$ cat src/rtl/partsel_accum_ctrl.sv
// partsel_accum_ctrl: scans idx+:FIELD windows of a banked word and accumulates them.
// Define PARTSEL_ACCUM_SIGNED_EN to sign-extend each field before adding (default zero-extends).
module partsel_accum_ctrl #(
  parameter int NWORDS = 2,
  parameter int WIDTH  = 32,
  parameter int FIELD  = 8
) (
  input  logic                      clk,
  input  logic                      rst,
  input  logic                      wr_en,
  input  logic [$clog2(NWORDS)-1:0] wr_sel,
  input  logic [WIDTH-1:0]          wr_data,
  input  logic                      req_valid,
  output logic                      req_ready,
  input  logic [$clog2(NWORDS)-1:0] req_sel,
  input  logic [7:0]                req_start,
  input  logic [4:0]                req_count,
  output logic                      rsp_valid,
  input  logic                      rsp_ready,
  output logic [WIDTH-1:0]          rsp_acc,
  output logic                      rsp_oob
);
  localparam int SW = $clog2(NWORDS);
  localparam int PW = $clog2(WIDTH);
  localparam int IW = 16;
  localparam logic signed [IW-1:0] WLIM = IW'(WIDTH);
  localparam logic signed [IW-1:0] OLIM = IW'(WIDTH - FIELD);
  typedef enum logic [1:0] {IDLE, RUN, DONE} state_t;
  state_t                 state_q, state_d;
  logic [WIDTH-1:0]       bank_q [NWORDS];
  logic [SW-1:0]          sel_q, sel_d;
  logic signed [IW-1:0]   idx_q, idx_d;
  logic [4:0]             rem_q, rem_d;
  logic [WIDTH-1:0]       acc_q, acc_d;
  logic                   oob_q, oob_d;
  logic [WIDTH-1:0]       word;
  logic [FIELD-1:0]       fld;
  logic [WIDTH-1:0]       ext;
  logic signed [IW-1:0]   pos;
  logic                   step_oob;
  logic                   accept;
  assign req_ready = (state_q == IDLE) && !rst;
  assign accept    = req_valid && req_ready;
  assign word      = bank_q[sel_q];
  assign rsp_valid = state_q == DONE;
  assign rsp_acc   = acc_q;
  assign rsp_oob   = oob_q;
  assign step_oob  = idx_q[IW-1] || (idx_q > OLIM);
  // Bits that fall outside the word read as zero.
  always_comb begin
    fld = '0;
    pos = '0;
    for (int k = 0; k < FIELD; k++) begin
      pos = idx_q + IW'(k);
      if (!pos[IW-1] && pos < WLIM) fld[k] = word[pos[PW-1:0]];
    end
  end
`ifdef PARTSEL_ACCUM_SIGNED_EN
  assign ext = {{(WIDTH-FIELD){fld[FIELD-1]}}, fld};
`else
  assign ext = {{(WIDTH-FIELD){1'b0}}, fld};
`endif
  always_comb begin
    state_d = state_q;
    sel_d   = sel_q;
    idx_d   = idx_q;
    rem_d   = rem_q;
    acc_d   = acc_q;
    oob_d   = oob_q;
    if (accept) begin
      sel_d   = req_sel;
      idx_d   = IW'($signed(req_start));
      rem_d   = req_count;
      acc_d   = '0;
      oob_d   = 1'b0;
      state_d = (req_count != 5'd0) ? RUN : DONE;
    end else if (state_q == RUN) begin
      acc_d   = acc_q + ext;
      oob_d   = oob_q | step_oob;
      idx_d   = idx_q + IW'(1);
      rem_d   = rem_q - 5'd1;
      state_d = (rem_q == 5'd1) ? DONE : RUN;
    end else if (state_q == DONE && rsp_ready) begin
      state_d = IDLE;
    end
  end
  always_ff @(posedge clk) begin
    if (rst) begin
      state_q <= IDLE;
      sel_q   <= '0;
      idx_q   <= '0;
      rem_q   <= '0;
      acc_q   <= '0;
      oob_q   <= 1'b0;
      for (int i = 0; i < NWORDS; i++) bank_q[i] <= '0;
    end else begin
      state_q <= state_d;
      sel_q   <= sel_d;
      idx_q   <= idx_d;
      rem_q   <= rem_d;
      acc_q   <= acc_d;
      oob_q   <= oob_d;
      if (wr_en) bank_q[wr_sel] <= wr_data;
    end
  end
endmodule

$ cat config.mk
export PLATFORM = sky130hd
export DESIGN_NAME = partsel_accum_ctrl
export DESIGN_NICKNAME = d
export VERILOG_FILES = /design/src/rtl/partsel_accum_ctrl.sv
export SDC_FILE = /design/constraint.sdc
export NUM_CORES = 1
export LEC_CHECK = 0
export CAP_MARGIN = 10
export CORE_MARGIN = 3
export CORE_UTILIZATION = 30
export DETAILED_ROUTE_END_ITERATION = 12
export MAX_ROUTING_LAYER = met4
export SYNTH_ARGS = -nofsm -noshare
export SYNTH_HDL_FRONTEND = slang
export SYNTH_SLANG_ARGS = --single-unit
export TNS_END_PERCENT = 20
$ cat constraint.sdc
create_clock -name clk -period 5.59 [get_ports clk]
set_clock_uncertainty 0.1 [all_clocks]
set_input_delay 1.118 -clock clk [delete_from_list [all_inputs] [get_ports clk]]
set_output_delay 1.118 -clock clk [all_outputs]
set_load 0.03 [all_outputs]
; ---- Word-level counts from Yosys, hierarchy flattened
; Memory sizes are Yosys's and may differ from the RTL's. A register that Yosys moved wholly into a read port is not among the register bits.
; Cells that the tools add are included.
[classes]
n_addsub = 9
n_lt_le_gt_ge = 17
n_eq_ne = 3
n_mux = 43
n_bitwise = 1
reduce_logical = 27
[ops]
columns = operator, n
row1 = $lt A16 B7 Y1 const B, 8
row2 = $add A16 B4 Y16 const B, 4
row3 = $lt A5 B6 Y1 const B, 8
row4 = $bmux W1 S5, 8
row5 = $add A16 B3 Y16 const B, 2
row6 = $add A32 B8 Y32, 1
row7 = $mux W16, 2
row8 = $mux W32, 1
row9 = $reduce_or A32 Y1, 1
row10 = $mux W1, 25
row11 = $add A16 B2 Y16 const B, 1
row12 = $gt A16 B6 Y1 const B, 1
row13 = $logic_and A1 B1 Y1, 11
row14 = $mux W2, 5
row15 = $mux W5, 2
row16 = $logic_not A1 Y1, 9
row17 = $eq A5 B1 Y1 const B, 1
row18 = $reduce_bool A5 Y1, 1
row19 = $sub A5 B1 Y5 const B, 1
row20 = $reduce_bool A3 Y1, 1
row21 = $eq A2 B1 Y1 const B, 1
row22 = $eq A2 B2 Y1 const B, 1
row23 = $logic_not A2 Y1, 1
row24 = $reduce_bool A2 Y1, 1
row25 = other kinds (3), 3
[totals]
register_bits = 57
ram_bits = 64
in_bits = 52
out_inout_bits = 35
wordCells = 107
mem_count = 1
[memory_table]
columns = memory, words, word_bits, read_ports, rd_ports_with_merged_regs, write_ports, line_no
row1 = bank_q, 2, 32, 1, 1, 2, 30  ; logic [WIDTH-1:0] bank_q [NWORDS];

; ---- Logic depth before layout (Yosys ltp)
[logic_depth]
word_depth = 5
depth_mapped = 18
depth_no_buf = 15

; ---- Worst setup path after synthesis
; OpenSTA, ideal clock, no wires.
[synth_timing]
kind = register -> register
startpoint = reg idx_q[0]
endpoint = reg acc_q[7], in the netlist rsp_acc[7]
setup_ps = 70
t_arrival_ps = 4218
t_required_ps = 5420
slack_ps = 1201
path_stages_with_launch = 18
n_path_buf = 4
period_less_slack_ps = 4389
path_cell_list = dfxtp_1 buf_2 inv_2 ha_1 buf_4 clkbuf_1 mux4_2 mux4_2 nand2_1 a21oi_1 o2111a_1 ha_1 a21o_1 a21oi_1 a311oi_1 clkbuf_1 or3_1 a21oi_1
[synth_via]
elab_chain_cells = 5
elab_cells_between_ends = 55
cone_classes = 8 x add/sub / 8 x order compare / 24 x mux / 15 x reduce/logical
[synth_lines]
columns = item, line_no
row1 = from (decl), 32  ; logic signed [IW-1:0] idx_q, idx_d;
row2 = from (signal assigned), 99  ; idx_q <= idx_d;
row3 = "$add A16 B2 Y16, or another cell as far along", 54  ; pos = idx_q + IW'(k);
row4 = "$lt A16 B7 Y1, or another cell as far along", 55  ; if (!pos[IW-1] && pos < WLIM) fld[k] = word[pos[PW-1:0]];
row5 = $logic_and A1 B1 Y1 / $mux W1 (equally long branches), 55
row6 = $mux W1, 55
row7 = $add A32 B8 Y32 *, 78  ; acc_d = acc_q + ext;
row8 = to (signal assigned), 93  ; acc_q <= '0;
row9 = to (signal assigned), 101  ; acc_q <= acc_d;
row10 = to (decl), 34  ; logic [WIDTH-1:0] acc_q, acc_d;
; Every way passes the cells marked *; elsewhere a longest branch is shown, timed or not. The select of a mux whose other input is x is not followed.
; A chain may end at the register's enable or synchronous reset.

; ---- Worst setup path in the final report
[layout_timing]
startpoint = reg idx_q[2]
endpoint = reg acc_q[15], in the netlist rsp_acc[15]
; The elaborated chain is that of the path after synthesis.

==> flow_summary.yaml <==
status:
  outcome: "finished, final reports clean"
synth:
  synth.most_common_cell: "nor2_1"
  synth_flop_cell: "edfxtp_1"
  synth.net_count: 1063
  synth-compound-area-share: 0.117
  ys_types: 73
  synthTopCellsByArea: "edfxtp_1 (20%), mux4_2 (13%), dfxtp_1 (12%), and2_1 (4.7%), xnor2_1 (3.8%)"
  synth_top_cells_by_count: "nor2_1 (94), and2_1 (73), nand2_1 (72), edfxtp_1 (64), a21oi_1 (61)"
  syn_area_per_cell_um2: 9.76
  synth_edf_count: 64
  yosys.area_share.simple: 0.200
  synth_top_area_cell: "edfxtp_1"
  yosys_warnings: 0
  ys_ff_latch: 122
  synth_top_area_share: 0.199
  synthAdderAreaFrac: 0.0293
  synthArstFlopShare: 0
  netlist_area_um2: 9650
  ys_seq_area_frac: 0.320
  synthCells: 989
  synth_top_family_by_area: "multiplexers"
  synthXorXnorAreaFrac: 0.0654
  synthMuxAreaShare: 0.218
setup_path:
  start_kind: "flop"
  crit_path_end_kind: "flop"
  worst-path-buf-inv: 3
  critPathMaxFanout: 16
  worstPathCellList: "inv_1 -> ha_1 -> a21boi_1 -> nor2_1 -> mux2i_1 -> o311ai_0 -> or4_1 -> nor4_1 -> ha_1 -> inv_1 -> a311oi_1 -> buf_4 -> nor2_1 -> or3_1 -> a21oi_1"
  crit_type: "reg2reg"
  cp_slowest_cell: "dfxtp_1"
  rr_worst_depth: 15
  cpPeakStageDelay_ps: 770
  r2r-end: "rsp_acc[15]"
  arrival_ps: 5540
  r2r-start: "idx_q[2]"
  rrSetupSlack_ps: 300
  worstPathRequired_ps: 5840
  critPathTopFamily: "simple AND/OR/NAND/NOR gates"
  path_depth: 15
global_routing:
  grt_overflow_total: 0
  grt_max_degree: 50
  grt_usage: 0.175
  grt_pass1_vias: 7985
  antenna_found_initial: 0
  grt_pass1_wl_um: 45800
route:
  dr.pass1.iters: 5
  vias: 8144
  wl_per_cell_um: 19.5
  ant_nets: 0
  routed_wl_um: 28500
  drcViolationCount: 0
  drt_iter0_drc: 771
  viasPerCell: 5.56
clocking:
  cts_tree: "done"
  root_buffer: "clkbuf_16"
  cts_max_level: 4
  clk_pin_slew_ps: 60
  clk_path_buf_depth: 2
  post_cts_buffers: 0
  cts_resized: 0
  holdBufCountCts: 0
  numCtsBuffers: 17
  cts_sinks: 122
  worstSkewPairLatency_ps: 420
sta:
  period_share: 0.946
  worst_pin_slew_ps: 984
  grt_setup_unrepaired: "false"
  slew_headroom: 0.344
  setup_violations: 0
  fin_crit_ps: 5290
  max_freq_mhz: 189
  hold_viol_final: 0
  tns_ps: 0
  drv_slew: 0
place:
  dp_hpwl_um: 21000
  place_area_um2: 10900
  io_buffers: 86
  place_congestion: 0.996
power_and_ir_drop:
  p_switching_mw: 0.923
  intPower_mw: 2.07
  vdd_drop_max_mv: 0.192
  p_leak_nw: 3.95
  p_per_area_nw_per_um2: 261
  power_frac_comb: 0.263
  p_sw_frac: 0.308
  seqPwrFrac: 0.358
  clockPowerShare: 0.379
job:
  max_cap_viol_count: 0
layout:
  final-seq-area_um2: 3090
  multi_input_area_um2: 6080
  final_nets: 1125
  n_fill_cell: 3125
  drive_above_1_share: 0.145
  area_growth_syn_to_layout_pct: 19.0
  antenna-diode-count: 0
  final_core_util: 0.363
  final_cell_area_um2: 11500
floorplan:
  die_w_um: 185
  core-area_um2: 31600
  io_pins: 87
  die_area_um2: 34400
  rows: 65
  die-height_um: 185
  start_util: 0.305
hold_path:
  holdPathEnd: "rsp_oob"
  hold_path_depth: 2
  hold_path_startpoint: "rsp_oob"
  hp-class: "reg2reg"
## worst max path at each step
stage	slack [ps]	end	from
2_1_floorplan	1200	rsp_acc[7]	idx_q[0]
3_3_place_gp	480	rsp_acc[30]	idx_q[2]
3_5_place_dp	340	rsp_acc[15]	idx_q[2]
5_1_grt	60	rsp_acc[30]	idx_q[2]
6_report	300	rsp_acc[15]	idx_q[2]
4_1_cts	350	rsp_acc[15]	idx_q[2]
## kinds of logic after synthesis
family          after synthesis
compound gates              176
xor+xnor                     72
fa+ha+maj                    22
buf+inv                     100
flops                       122
mux                         122
simple gates                375
## per-layer routing
metal / part of all wire / track usage
met2: 0.48 / 0.281
met4: 0.026 / 0.0573
met3: 0.050 / 0.0281
met5: 0 / -
met1: 0.44 / 0.225
## layout by cell type, fill, tap and decap left out, types with 35 or more instances in the layout
cell type        netlist  layout
nor2_1                94      94
clkdlybuf4s50_1        0      86
and2_1                73      73
nand2_1               72      72
edfxtp_1              64      64
a21oi_1               61      61
dfxtp_1               58      57
mux4_2                54      54
xnor2_1               42      42
buf_4                  5      35
## sequential cells by signal (all words and copies together), names as in the netlist, named ones only
name / cells
bank_q: 64
rsp_acc: 32
idx_q: 16
rem_q: 5
state_q: 2
rsp_oob: 1
sel_q: 1
## worst register-to-register path, cell delays in order, from the launching register on
cell and delay, ps:
dfxtp_1 770, inv_1 450, ha_1 460, a21boi_1 270, nor2_1 190, mux2i_1 190, o311ai_0 180, or4_1 470
nor4_1 760, ha_1 260, inv_1 60, a311oi_1 210, buf_4 240, nor2_1 110, or3_1 360, a21oi_1 170
## power groups by stage
| stage | Combinational (mW) | Clock, mW | Sequential (mW) |
|---|---|---|---|
| global placement | 0.775 | 0 | 1.09 |
| floorplan | 0.563 | 0 | 1.06 |
| finish | 0.788 | 1.14 | 1.07 |
| detailed placement | 0.779 | 0 | 1.09 |
| CTS | 0.783 | 1.16 | 1.07 |
| global route | 0.847 | 1.20 | 1.08 |
## final cells by class
| type | count | area share |
|---|---|---|
| tap | 402 | 0.0438 |
| multi-input combinational | 767 | 0.530 |
| clock inverter | 12 | 0.0118 |
| clock buffer | 20 | 0.0409 |
| inverter | 22 | 0.00719 |
| timing repair buffer | 121 | 0.0979 |
| sequential | 122 | 0.269 |
## through the flow
step,power [mW],setup WS [ps],cells,hold slack [ps]
CTS,3.02,349,1466,362
finish,3.00,303,1466,360
global route,3.13,55.5,1466,380
detailed placement,1.87,345,1434,343
global placement,1.86,484,1434,347
floorplan,1.62,1200,989,336
No activity file was read; power rests on OpenSTA's default activity.
